$ cat src/rtl/vend_pkg.sv
// vend_pkg: shared definitions for the vending controller.
//   - state_t     : controller states
//   - coin_t      : coin input encodings
//   - CREDIT_W    : width of the credit register / credit output
//   - PRICE_TABLE : fixed product prices in credit units, indexed by product id
//   - coin_value  : coin encoding -> value in units (0 for none/invalid)
package vend_pkg;

    localparam int CREDIT_W = 5;

    typedef enum logic [1:0] {
        ST_IDLE     = 2'd0,
        ST_CREDIT   = 2'd1,
        ST_DISPENSE = 2'd2,
        ST_CHANGE   = 2'd3
    } state_t;

    typedef enum logic [1:0] {
        COIN_NONE = 2'b00,
        COIN_ONE  = 2'b01,
        COIN_TWO  = 2'b10,
        COIN_BAD  = 2'b11
    } coin_t;

    // Entry [i] is the price of product i: 3, 4, 5, 6 units.
    localparam logic [3:0][CREDIT_W-1:0] PRICE_TABLE = {
        CREDIT_W'(6), CREDIT_W'(5), CREDIT_W'(4), CREDIT_W'(3)
    };

    function automatic logic [1:0] coin_value(input logic [1:0] coin);
        case (coin)
            COIN_ONE: coin_value = 2'd1;
            COIN_TWO: coin_value = 2'd2;
            default:  coin_value = 2'd0;
        endcase
    endfunction

endpackage

$ cat src/rtl/vend_if.sv
// vend_if: bundles the vending controller's machine-facing signals.
//   master : the surrounding machine (coin acceptor, keypad, dispenser, payout)
//   slave  : the vend_controller
// Inputs to the controller: coin, sel_valid, sel_id, cancel, stock_empty,
//   disp_ack, chg_ready.
// Outputs from the controller: disp_req, disp_id, chg_pulse, credit,
//   coin_rej, err_nostock, err_low, busy.
interface vend_if;
    import vend_pkg::*;

    logic [1:0]          coin;
    logic                sel_valid;
    logic [1:0]          sel_id;
    logic                cancel;
    logic [3:0]          stock_empty;
    logic                disp_req;
    logic [1:0]          disp_id;
    logic                disp_ack;
    logic                chg_ready;
    logic                chg_pulse;
    logic [CREDIT_W-1:0] credit;
    logic                coin_rej;
    logic                err_nostock;
    logic                err_low;
    logic                busy;

    modport master (
        output coin, sel_valid, sel_id, cancel, stock_empty, disp_ack, chg_ready,
        input  disp_req, disp_id, chg_pulse, credit, coin_rej, err_nostock,
               err_low, busy
    );

    modport slave (
        input  coin, sel_valid, sel_id, cancel, stock_empty, disp_ack, chg_ready,
        output disp_req, disp_id, chg_pulse, credit, coin_rej, err_nostock,
               err_low, busy
    );

endinterface

$ cat src/rtl/vend_idle_timer.sv
// vend_idle_timer: counts idle cycles while enabled and saturates at TIMEOUT.
//   clk, rst : clock, synchronous active-high reset
//   clear    : activity seen this cycle, restart the count
//   enable   : counting allowed (controller is holding credit)
//   expired  : TIMEOUT idle cycles have elapsed
module vend_idle_timer #(
    parameter int TIMEOUT = 255
) (
    input  logic clk,
    input  logic rst,
    input  logic clear,
    input  logic enable,
    output logic expired
);

    localparam int CNT_W = (TIMEOUT < 2) ? 1 : $clog2(TIMEOUT + 1);

    logic [CNT_W-1:0] count_q;

    assign expired = (count_q == CNT_W'(TIMEOUT));

    // NOTE: sequential state uses non-blocking assignments so every register
    // samples the pre-edge values, independent of statement order.
    always_ff @(posedge clk) begin
        if (rst || clear || !enable) begin
            count_q <= '0;
        end else if (!expired) begin
            count_q <= count_q + 1'b1;
        end
    end

endmodule

$ cat src/rtl/vend_controller.sv
// vend_controller: coin-operated vending controller.
//   clk, rst : clock, synchronous active-high reset
//   bus      : vend_if.slave -- coin/selection/cancel/stock inputs, dispense
//              handshake (disp_req/disp_id/disp_ack), change payout
//              (chg_ready/chg_pulse), credit and one-cycle status pulses.
// All outputs come straight from registers.
module vend_controller
    import vend_pkg::*;
#(
    parameter int TIMEOUT    = 255,
    parameter int MAX_CREDIT = 31
) (
    input  logic   clk,
    input  logic   rst,
    vend_if.slave  bus
);

    state_t              state_q, state_d;
    logic [CREDIT_W-1:0] credit_q, credit_d;
    logic                disp_req_q, disp_req_d;
    logic [1:0]          disp_id_q, disp_id_d;
    logic                chg_pulse_q, chg_pulse_d;
    logic                coin_rej_q, coin_rej_d;
    logic                err_nostock_q, err_nostock_d;
    logic                err_low_q, err_low_d;
    logic                busy_q, busy_d;

    logic [1:0]          coin_val;
    logic [CREDIT_W:0]   coin_sum;
    logic                coin_accept;
    logic [CREDIT_W-1:0] credit_add;
    logic [CREDIT_W-1:0] price;
    logic                timer_clear;
    logic                timer_expired;

    // Any valid coin, selection or cancel counts as customer activity.
    assign timer_clear = (coin_val != 2'd0) || bus.sel_valid || bus.cancel;

    vend_idle_timer #(.TIMEOUT(TIMEOUT)) u_idle_timer (
        .clk     (clk),
        .rst     (rst),
        .clear   (timer_clear),
        .enable  (state_q == ST_CREDIT),
        .expired (timer_expired)
    );

    always_comb begin
        // NOTE: every always_comb output gets a default first, so no path
        // leaves a signal unassigned and no latch is inferred.
        state_d       = state_q;
        credit_d      = credit_q;
        disp_req_d    = 1'b0;
        disp_id_d     = disp_id_q;
        chg_pulse_d   = 1'b0;
        err_nostock_d = 1'b0;
        err_low_d     = 1'b0;

        coin_val = coin_value(bus.coin);
        coin_sum = {1'b0, credit_q} + {{(CREDIT_W-1){1'b0}}, coin_val};
        price    = PRICE_TABLE[bus.sel_id];

        // Coins are refused while paying out, or when they would overflow
        // the credit limit; the overflow test uses the pre-purchase credit.
        coin_accept = (coin_val != 2'd0) && (state_q != ST_CHANGE) &&
                      (coin_sum <= (CREDIT_W+1)'(MAX_CREDIT));
        coin_rej_d  = (coin_val != 2'd0) && !coin_accept;
        credit_add  = coin_accept ? coin_sum[CREDIT_W-1:0] : credit_q;

        case (state_q)
            ST_IDLE: begin
                credit_d = credit_add;
                if (coin_accept) state_d = ST_CREDIT;
            end
            ST_CREDIT: begin
                credit_d = credit_add;
                if (bus.cancel) begin
                    state_d = ST_CHANGE;
                end else if (bus.sel_valid) begin
                    // Affordability is judged on the registered credit; a
                    // coin arriving alongside still lands in the new credit.
                    if (bus.stock_empty[bus.sel_id]) begin
                        err_nostock_d = 1'b1;
                    end else if (credit_q < price) begin
                        err_low_d = 1'b1;
                    end else begin
                        state_d    = ST_DISPENSE;
                        disp_req_d = 1'b1;
                        disp_id_d  = bus.sel_id;
                        credit_d   = credit_add - price;
                    end
                end else if (timer_expired && !timer_clear) begin
                    state_d = ST_CHANGE;
                end
            end
            ST_DISPENSE: begin
                credit_d = credit_add;
                if (bus.disp_ack) begin
                    state_d = (credit_add == '0) ? ST_IDLE : ST_CHANGE;
                end else begin
                    disp_req_d = 1'b1;
                end
            end
            ST_CHANGE: begin
                if (credit_q == '0) begin
                    state_d = ST_IDLE;
                end else if (bus.chg_ready) begin
                    chg_pulse_d = 1'b1;
                    credit_d    = credit_q - 1'b1;
                    if (credit_q == CREDIT_W'(1)) state_d = ST_IDLE;
                end
            end
            default: begin
                state_d    = ST_IDLE;
                credit_d   = '0;
                coin_rej_d = 1'b0;
            end
        endcase

        busy_d = (state_d != ST_IDLE);
    end

    always_ff @(posedge clk) begin
        if (rst) begin
            state_q       <= ST_IDLE;
            credit_q      <= '0;
            disp_req_q    <= 1'b0;
            disp_id_q     <= 2'd0;
            chg_pulse_q   <= 1'b0;
            coin_rej_q    <= 1'b0;
            err_nostock_q <= 1'b0;
            err_low_q     <= 1'b0;
            busy_q        <= 1'b0;
        end else begin
            state_q       <= state_d;
            credit_q      <= credit_d;
            disp_req_q    <= disp_req_d;
            disp_id_q     <= disp_id_d;
            chg_pulse_q   <= chg_pulse_d;
            coin_rej_q    <= coin_rej_d;
            err_nostock_q <= err_nostock_d;
            err_low_q     <= err_low_d;
            busy_q        <= busy_d;
        end
    end

    assign bus.disp_req    = disp_req_q;
    assign bus.disp_id     = disp_id_q;
    assign bus.chg_pulse   = chg_pulse_q;
    assign bus.credit      = credit_q;
    assign bus.coin_rej    = coin_rej_q;
    assign bus.err_nostock = err_nostock_q;
    assign bus.err_low     = err_low_q;
    assign bus.busy        = busy_q;

endmodule

$ cat src/flat_wrapper.sv
// flat-port wrapper written by rule: the top's interface ports become plain ports
module vend_controller_flat import vend_pkg::*;
#(
    parameter int TIMEOUT    = 255,
    parameter int MAX_CREDIT = 31
)
  (clk, rst, bus_coin, bus_sel_valid, bus_sel_id, bus_cancel, bus_stock_empty, bus_disp_ack, bus_chg_ready, bus_disp_req, bus_disp_id, bus_chg_pulse, bus_credit, bus_coin_rej, bus_err_nostock, bus_err_low, bus_busy);
  vend_if bus_i ();
  input  logic clk;
  input  logic rst;
  input wire logic [$bits(bus_i.coin)-1:0] bus_coin;
  input wire logic [$bits(bus_i.sel_valid)-1:0] bus_sel_valid;
  input wire logic [$bits(bus_i.sel_id)-1:0] bus_sel_id;
  input wire logic [$bits(bus_i.cancel)-1:0] bus_cancel;
  input wire logic [$bits(bus_i.stock_empty)-1:0] bus_stock_empty;
  input wire logic [$bits(bus_i.disp_ack)-1:0] bus_disp_ack;
  input wire logic [$bits(bus_i.chg_ready)-1:0] bus_chg_ready;
  output wire logic [$bits(bus_i.disp_req)-1:0] bus_disp_req;
  output wire logic [$bits(bus_i.disp_id)-1:0] bus_disp_id;
  output wire logic [$bits(bus_i.chg_pulse)-1:0] bus_chg_pulse;
  output wire logic [$bits(bus_i.credit)-1:0] bus_credit;
  output wire logic [$bits(bus_i.coin_rej)-1:0] bus_coin_rej;
  output wire logic [$bits(bus_i.err_nostock)-1:0] bus_err_nostock;
  output wire logic [$bits(bus_i.err_low)-1:0] bus_err_low;
  output wire logic [$bits(bus_i.busy)-1:0] bus_busy;
  assign bus_i.coin = bus_coin;
  assign bus_i.sel_valid = bus_sel_valid;
  assign bus_i.sel_id = bus_sel_id;
  assign bus_i.cancel = bus_cancel;
  assign bus_i.stock_empty = bus_stock_empty;
  assign bus_i.disp_ack = bus_disp_ack;
  assign bus_i.chg_ready = bus_chg_ready;
  assign bus_disp_req = bus_i.disp_req;
  assign bus_disp_id = bus_i.disp_id;
  assign bus_chg_pulse = bus_i.chg_pulse;
  assign bus_credit = bus_i.credit;
  assign bus_coin_rej = bus_i.coin_rej;
  assign bus_err_nostock = bus_i.err_nostock;
  assign bus_err_low = bus_i.err_low;
  assign bus_busy = bus_i.busy;
  vend_controller #(.TIMEOUT(TIMEOUT), .MAX_CREDIT(MAX_CREDIT)) u_core (.clk(clk), .rst(rst), .bus(bus_i));
endmodule
$ cat config.mk
export PLATFORM = sky130hd
export DESIGN_NAME = vend_controller_flat
export DESIGN_NICKNAME = d
export VERILOG_FILES = /design/src/rtl/vend_pkg.sv /design/src/rtl/vend_if.sv /design/src/rtl/vend_idle_timer.sv /design/src/rtl/vend_controller.sv /design/src/flat_wrapper.sv
export SDC_FILE = /design/constraint.sdc
export NUM_CORES = 1
export LEC_CHECK = 0
export CAP_MARGIN = 0
export CORE_AREA = 8 8 70 84
export CTS_CLUSTER_SIZE = 24
export DETAILED_ROUTE_END_ITERATION = 8
export DIE_AREA = 0 0 78 92
export GPL_TIMING_DRIVEN = 0
export PLACE_DENSITY = 0.67
export SYNTH_ARGS = -nofsm -noshare
export SYNTH_HDL_FRONTEND = slang
export SYNTH_SLANG_ARGS = --single-unit
export TNS_END_PERCENT = 20
$ cat constraint.sdc
create_clock -name clk -period 3.5 [get_ports clk]
set_input_delay 0.35 -clock clk [delete_from_list [all_inputs] [get_ports clk]]
set_output_delay 0.35 -clock clk [all_outputs]
set_load 0.05 [all_outputs]
Word level (Yosys, flattened, before mapping)
Index checks and enable logic that the tools add are counted.

Register bits: 23. Bits in latches: 0. RAM bits: 0. ROM bits: 0. Bits of input ports: 14. Output and inout bits: 13. Memories: 0.

$add $sub $neg: 4. Multiply operators: 0. Div/mod/pow operators: 0. $lt $le $gt $ge: 3. Eq/ne operators: 10. Shift-type cells: 0. Multiplexer cells: 34. Bitwise operators: 6. Reductions and logical operators: 22.

Operators with widths (number): 2-to-1 mux 5 bit (8); 2-to-1 mux 2 bit (11); one-hot mux 5 bit (3 select lines) (1); binary-select mux 5 bit (select 2 bit) (1); logical NOT 5 bit (2); 2-to-1 mux 1 bit (9); adder 8 x 1 -> 8 bit, second input constant (1); == test 8 bit, second input constant (1); one-hot mux 2 bit (4 select lines) (1); adder 5 x 2 -> 6 bit (1); == test 2 bit, second input constant (3); <= comparator 6 x 5 -> 1 bit, second input constant (1); inequality test 2 bit, second input constant (3); NOT 1 bit (6); == test 5 x 1 -> 1 bit, second input constant (1); less-than comparator 5 bit (1); AND reduction 5 bit (1); OR reduction 5 bit (1); subtractor 5 x 1 -> 5 bit, second input constant (1); subtractor 5 bit (1); == test 2 x 1 -> 1 bit, second input constant (2); logical AND 1 bit (4); logical OR 1 bit (4); one-hot mux 2 bit (2 select lines) (1); 10 further kinds (13).

Logic depth before layout (Yosys ltp)
Depth in word-level cells: 12. Mapped depth: 14. Depth with buffers taken out: 14.

Modules after synthesis
Synthesis repeated with hierarchy kept, for this count alone.

Cells, all modules: 223. Area total of the unflattened synthesis: 1894.3 um^2.

Modules (own cells, without submodules): vend_controller (instances 1, cells each 176, area each 1468.9 um^2); vend_idle_timer (instances 1, cells each 47, area each 425.4 um^2).

Worst setup path before layout
Ideal clock, no wire load.

Kind: flip-flop to flip-flop. Start point: reg u_core.credit_q[1] (netlist: u_core.bus.credit[1]). End point: reg u_core.credit_q[2] (netlist: u_core.bus.credit[2]). Library setup time: 0.101 ns. Arrival: 3.144 ns. Path slack: 0.255 ns. Cell stages (with the launch flop): 13. Period minus slack after synthesis: 3.245 ns. Cells stage by stage: dfxtp_1 -> ha_1 -> a21oi_1 -> o21a_1 -> mux2_2 -> inv_1 -> ha_1 -> fa_1 -> xor2_1 -> nor2_1 -> a31oi_1 -> a21boi_0 -> o41ai_1.

Longest elaborated chain between the ends: 10.

RTL lines: start: declaration (RTL line vend_controller.sv:19) `logic [CREDIT_W-1:0] credit_q, credit_d;`; start signal: assignment (RTL line vend_controller.sv:135) `credit_q <= credit_d;`; adder 5 x 2 -> 6 bit (RTL line vend_controller.sv:59) `coin_sum = {1'b0, credit_q} + {{(CREDIT_W-1){1'b0}}, coin_val};`; <= comparator 6 x 5 -> 1 bit (RTL line vend_controller.sv:65) `(coin_sum <= (CREDIT_W+1)'(MAX_CREDIT));`; logical AND 1 bit (RTL line vend_controller.sv:64) `coin_accept = (coin_val != 2'd0) && (state_q != ST_CHANGE) &&`; 2-to-1 mux 5 bit (RTL line vend_controller.sv:67) `credit_add = coin_accept ? coin_sum[CREDIT_W-1:0] : credit_q;`; subtractor 5 bit (RTL line vend_controller.sv:89) `credit_d = credit_add - price;`; 2-to-1 mux 5 bit (RTL line vend_controller.sv:83) `end else if (credit_q < price) begin`; 2-to-1 mux 5 bit (RTL line vend_controller.sv:81) `if (bus.stock_empty[bus.sel_id]) begin`; 2-to-1 mux 5 bit (RTL line vend_controller.sv:78) `end else if (bus.sel_valid) begin`; 2-to-1 mux 5 bit (RTL line vend_controller.sv:76) `if (bus.cancel) begin`; one-hot mux 5 bit (3 select lines) (RTL line vend_controller.sv:69) `case (state_q)`.

Several ways; a longest one is shown, not always the timed one. The select of a mux whose other input is x is not followed. A chain may end at the register's enable or synchronous reset.

Worst setup path after layout
Start point: in bus_coin[0]. End point: reg u_core.credit_q[2] (netlist: u_core.bus.credit[2]).

Longest elaborated chain between the ends: 12.

RTL lines: start: declaration (RTL line flat_wrapper.sv:11) `input wire logic [$bits(bus_i.coin)-1:0] bus_coin;`; == test 2 bit or == test 2 x 1 -> 1 bit (tied branches) (RTL line vend_pkg.sv:31) `case (coin)`; one-hot mux 2 bit (2 select lines) * (RTL line vend_pkg.sv:31); adder 5 x 2 -> 6 bit or nonzero test 2 bit (tied branches) (RTL line vend_controller.sv:59, vend_controller.sv:64); <= comparator 6 x 5 -> 1 bit or logical AND 1 bit (tied branches) (RTL line vend_controller.sv:65, vend_controller.sv:64); logical AND 1 bit (RTL line vend_controller.sv:64); 2-to-1 mux 5 bit * (RTL line vend_controller.sv:67); subtractor 5 bit (RTL line vend_controller.sv:89); 2-to-1 mux 5 bit (RTL line vend_controller.sv:83); 2-to-1 mux 5 bit (RTL line vend_controller.sv:81); 2-to-1 mux 5 bit (RTL line vend_controller.sv:78); 2-to-1 mux 5 bit (RTL line vend_controller.sv:76); one-hot mux 5 bit (3 select lines) * (RTL line vend_controller.sv:69).

Every way passes the cells marked *; elsewhere a longest branch is shown, timed or not.

==> metrics.txt <==
die height=92 um; Final Skew=0.00487 ns; synthesized area=1880 um^2; Routed WL=4.97 mm; CP Max Fanout=7; number of global-route vias before repair=1801; CTS tree=done; Tmin final=3.31 ns; commonest non-fill, non-tap cell in the layout=clkdlybuf4s50_1; Adder-Cell Fraction of Synth Area=0.154; Synth Area in XOR/XNOR=0.0372; Mapped Cells=227; largest family of logic cells by synthesized area=compound AO/OA/AOI/OAI gates; DRC Markers=0; most frequent cells in the layout=clkdlybuf4s50_1, dfxtp_1, inv_1; final core occ=0.506; distinct cell type count of the synthesized netlist=57; CTS clk-pin slew, worst paths=0.09 ns; Clk Latency, worst-skew pair=0.27 ns; Cell Rows=27; Vias/cell=5.71; top_reg_cell synth=dfxtp_1; biggest area consumer among synthesized cells=dfxtp_1; dpl cell area=2220 um^2; worst path bufs/invs=3; Die ar.=7180 um^2; Slew HR=0.615; Die X=78 um; vias=1805; Synth top area share=0.245; gr ovfl total=0; antenna violations before repair=0; global-route wire length before repair=8.46 mm; synthesis warning total=0; crit-path leading delay family=adder cells; crit end category=flip-flop; Hold Path Class=flip-flop to flip-flop; Syn Area/Cell=8.30 um^2; DP HPWL=3.77 mm; status=completed; PortBufs=26; Synth Area in Compound Gates=0.241; CP arrival=3.48 ns; Worst Hold End=u_core.bus.disp_id[0]; CTS H-tree depth=1; most used cell, CP=ha_1; Hold Startpoint=u_core.bus.disp_id[0]; IO Count=27; post-route cell area=2290 um^2; Largest stage delay, worst path=0.48 ns; NumNets Final=295; crit start category=input pin; WHS Path Cells=2; all-layer global routing usage=0.139; ys async rst share=0; Stages on worst setup path=15; Final Instance Count excl. Fillers=316; Synth Area in Simple Gates=0.219; Clock Tree Buf Depth=2; Final setup viols=0; Critical Path RT=3.67 ns; initial core utilization=0.416; largest net degree at the start of global routing=14; pre-CTS worst setup slack=-0.430 ns; R2R setup slack=0.37 ns; hold slack=0.516 ns; R2R Path End=u_core.bus.credit[2]; total power per unit cell area=490 nW/um^2; Hold Vio Cnt, Final=0; final setup TNS=0 ns; worst slew pin tran=0.572 ns; maximum VDD drop=0.255 mV; layout overhead on the synthesized area=21.6%; RSZ-0062 raised after global routing=no; root buf cell=clkbuf_8; worst reg2reg path startpoint=u_core.bus.credit[1]; total power=1.12 mW; Final ANT Viol Nets=0; cell count after placement=311; Seq/Total Area, Yosys=0.245; max-cap violation count=0; flop and latch count out of synthesis=23; P_leak=0.909 nW; Setup CP Type=input pin to flip-flop; multiplexer share of the synthesized area=0.0399; R2R cell count=12; TritonCTS buffer count=3; synth top area cells=dfxtp_1, ha_1, inv_1, o21ai_0, nor2_1; gp weighted congestion=0.865; Iter 0 DRT Violations=191; highest clock rate=0.302 GHz; Final WS setup=0.187 ns; CP Cell Sequence=clkdlybuf4s50_1 -> inv_1 -> ha_1 -> ha_1 -> a21oi_4 -> o21a_1 -> mux2_2 -> inv_1 -> ha_1 -> fa_1 -> xor2_1 -> nor2_1 -> a31oi_1 -> a21boi_0 -> o41ai_1; core box area=4530 um^2; 1st-pass router iterations=4; CTS Sinks=23; fin crit share=0.947; net count after synthesis=263; cts hold-fix bufs=0; Antenna diodes=0; Worst path slowest cell=clkdlybuf4s50_1; max-slew violations=0; Post-synth EDFFs=0; WL per Instance=15.7 um; share of cells above drive strength 1=0.0891
how the worst max path moves through the flow:
stage                               from                    to  slack, ns
detailed placement           bus_coin[0]  u_core.bus.credit[2]      -0.43
global route                 bus_coin[0]  u_core.bus.credit[2]       0.04
floorplan           u_core.bus.credit[1]  u_core.bus.credit[2]       0.26
global placement             bus_coin[0]  u_core.bus.credit[2]      -0.40
CTS                          bus_coin[0]  u_core.bus.credit[2]      0.007
finish                       bus_coin[0]  u_core.bus.credit[2]       0.19
synth_stat cells (all sizes together) (3+ instances only):
| cell | number |
|---|---|
| dfxtp | 23 |
| and3 | 8 |
| a211oi | 4 |
| a21oi | 12 |
| a31oi | 6 |
| xnor2 | 3 |
| nand2 | 5 |
| xor2 | 5 |
| nor3 | 11 |
| a311oi | 3 |
| nor2b | 5 |
| o21a | 5 |
| ha | 20 |
| nand3 | 5 |
| or2 | 3 |
| o211ai | 3 |
| nand4 | 4 |
| mux2i | 3 |
| nor2 | 17 |
| inv | 21 |
| buf | 4 |
| o21ai | 15 |
worst register-to-register path, cell delays in order (launching register included):
cell and delay [ns]:
dfxtp_1 0.61, ha_1 0.34, a21oi_4 0.22, o21a_1 0.20, mux2_2 0.20, inv_1 0.06
ha_1 0.23, fa_1 0.41, xor2_1 0.18, nor2_1 0.08, a31oi_1 0.09, a21boi_0 0.16
o41ai_1 0.25
layer usage:
layer / vias to the layer above / wire length (um) / GRT usage
li1: 905 / - / -
met1: 844 / 2410 / 0.180
met2: 50 / 2220 / 0.229
met3: 6 / 266 / 0.0264
met4: 0 / 78 / 0.0402
met5: - / 0 / 0
repair_timing:
action | in CTS | in global routing
setup endpoints to repair | 2 | 2
cloned | 0 | 0
pin swaps | 0 | 3
buffers inserted | 0 | 1
gates resized for setup | 1 | 4
endpoints found under the hold margin | 0 | 0
cell type report:
| cell class | count | area [um^2] |
|---|---|---|
| flip-flops and latches | 23 | 460 |
| plain buffers | 6 | 38.8 |
| multi-input cells | 176 | 1320 |
| well taps | 58 | 72.6 |
| inverters | 22 | 82.6 |
| repair buffers | 27 | 268 |
| clock buffers | 3 | 41.3 |
| clock inverters | 1 | 5.00 |
| fillers | 466 | 2240 |
power by group:
group          switching [mW]  total [mW]  internal (mW)
Clock                  0.0972       0.177         0.0797
Combinational           0.369       0.614          0.245
Sequential             0.0443       0.332          0.288
Total                   0.510        1.12          0.612
cell families after synthesis:
family | count (synthesis)
buf+inv | 28
simple gates | 74
mux | 6
fa+ha+maj | 22
xor+xnor | 8
flops | 23
compound gates | 66
registers in the layout, summed over array words and instances, names as in the netlist:
register / count
u_core.bus.coin_rej: 1
u_core.bus.disp_id: 2
u_core.bus.chg_pulse: 1
u_core.bus.err_nostock: 1
u_core.bus.disp_req: 1
u_core.bus.credit: 5
u_core.state_q: 2
u_core.bus.busy: 1
u_core.u_idle_timer.count_q: 8
u_core.bus.err_low: 1
Note: power is estimated with default switching activity, not from simulation.
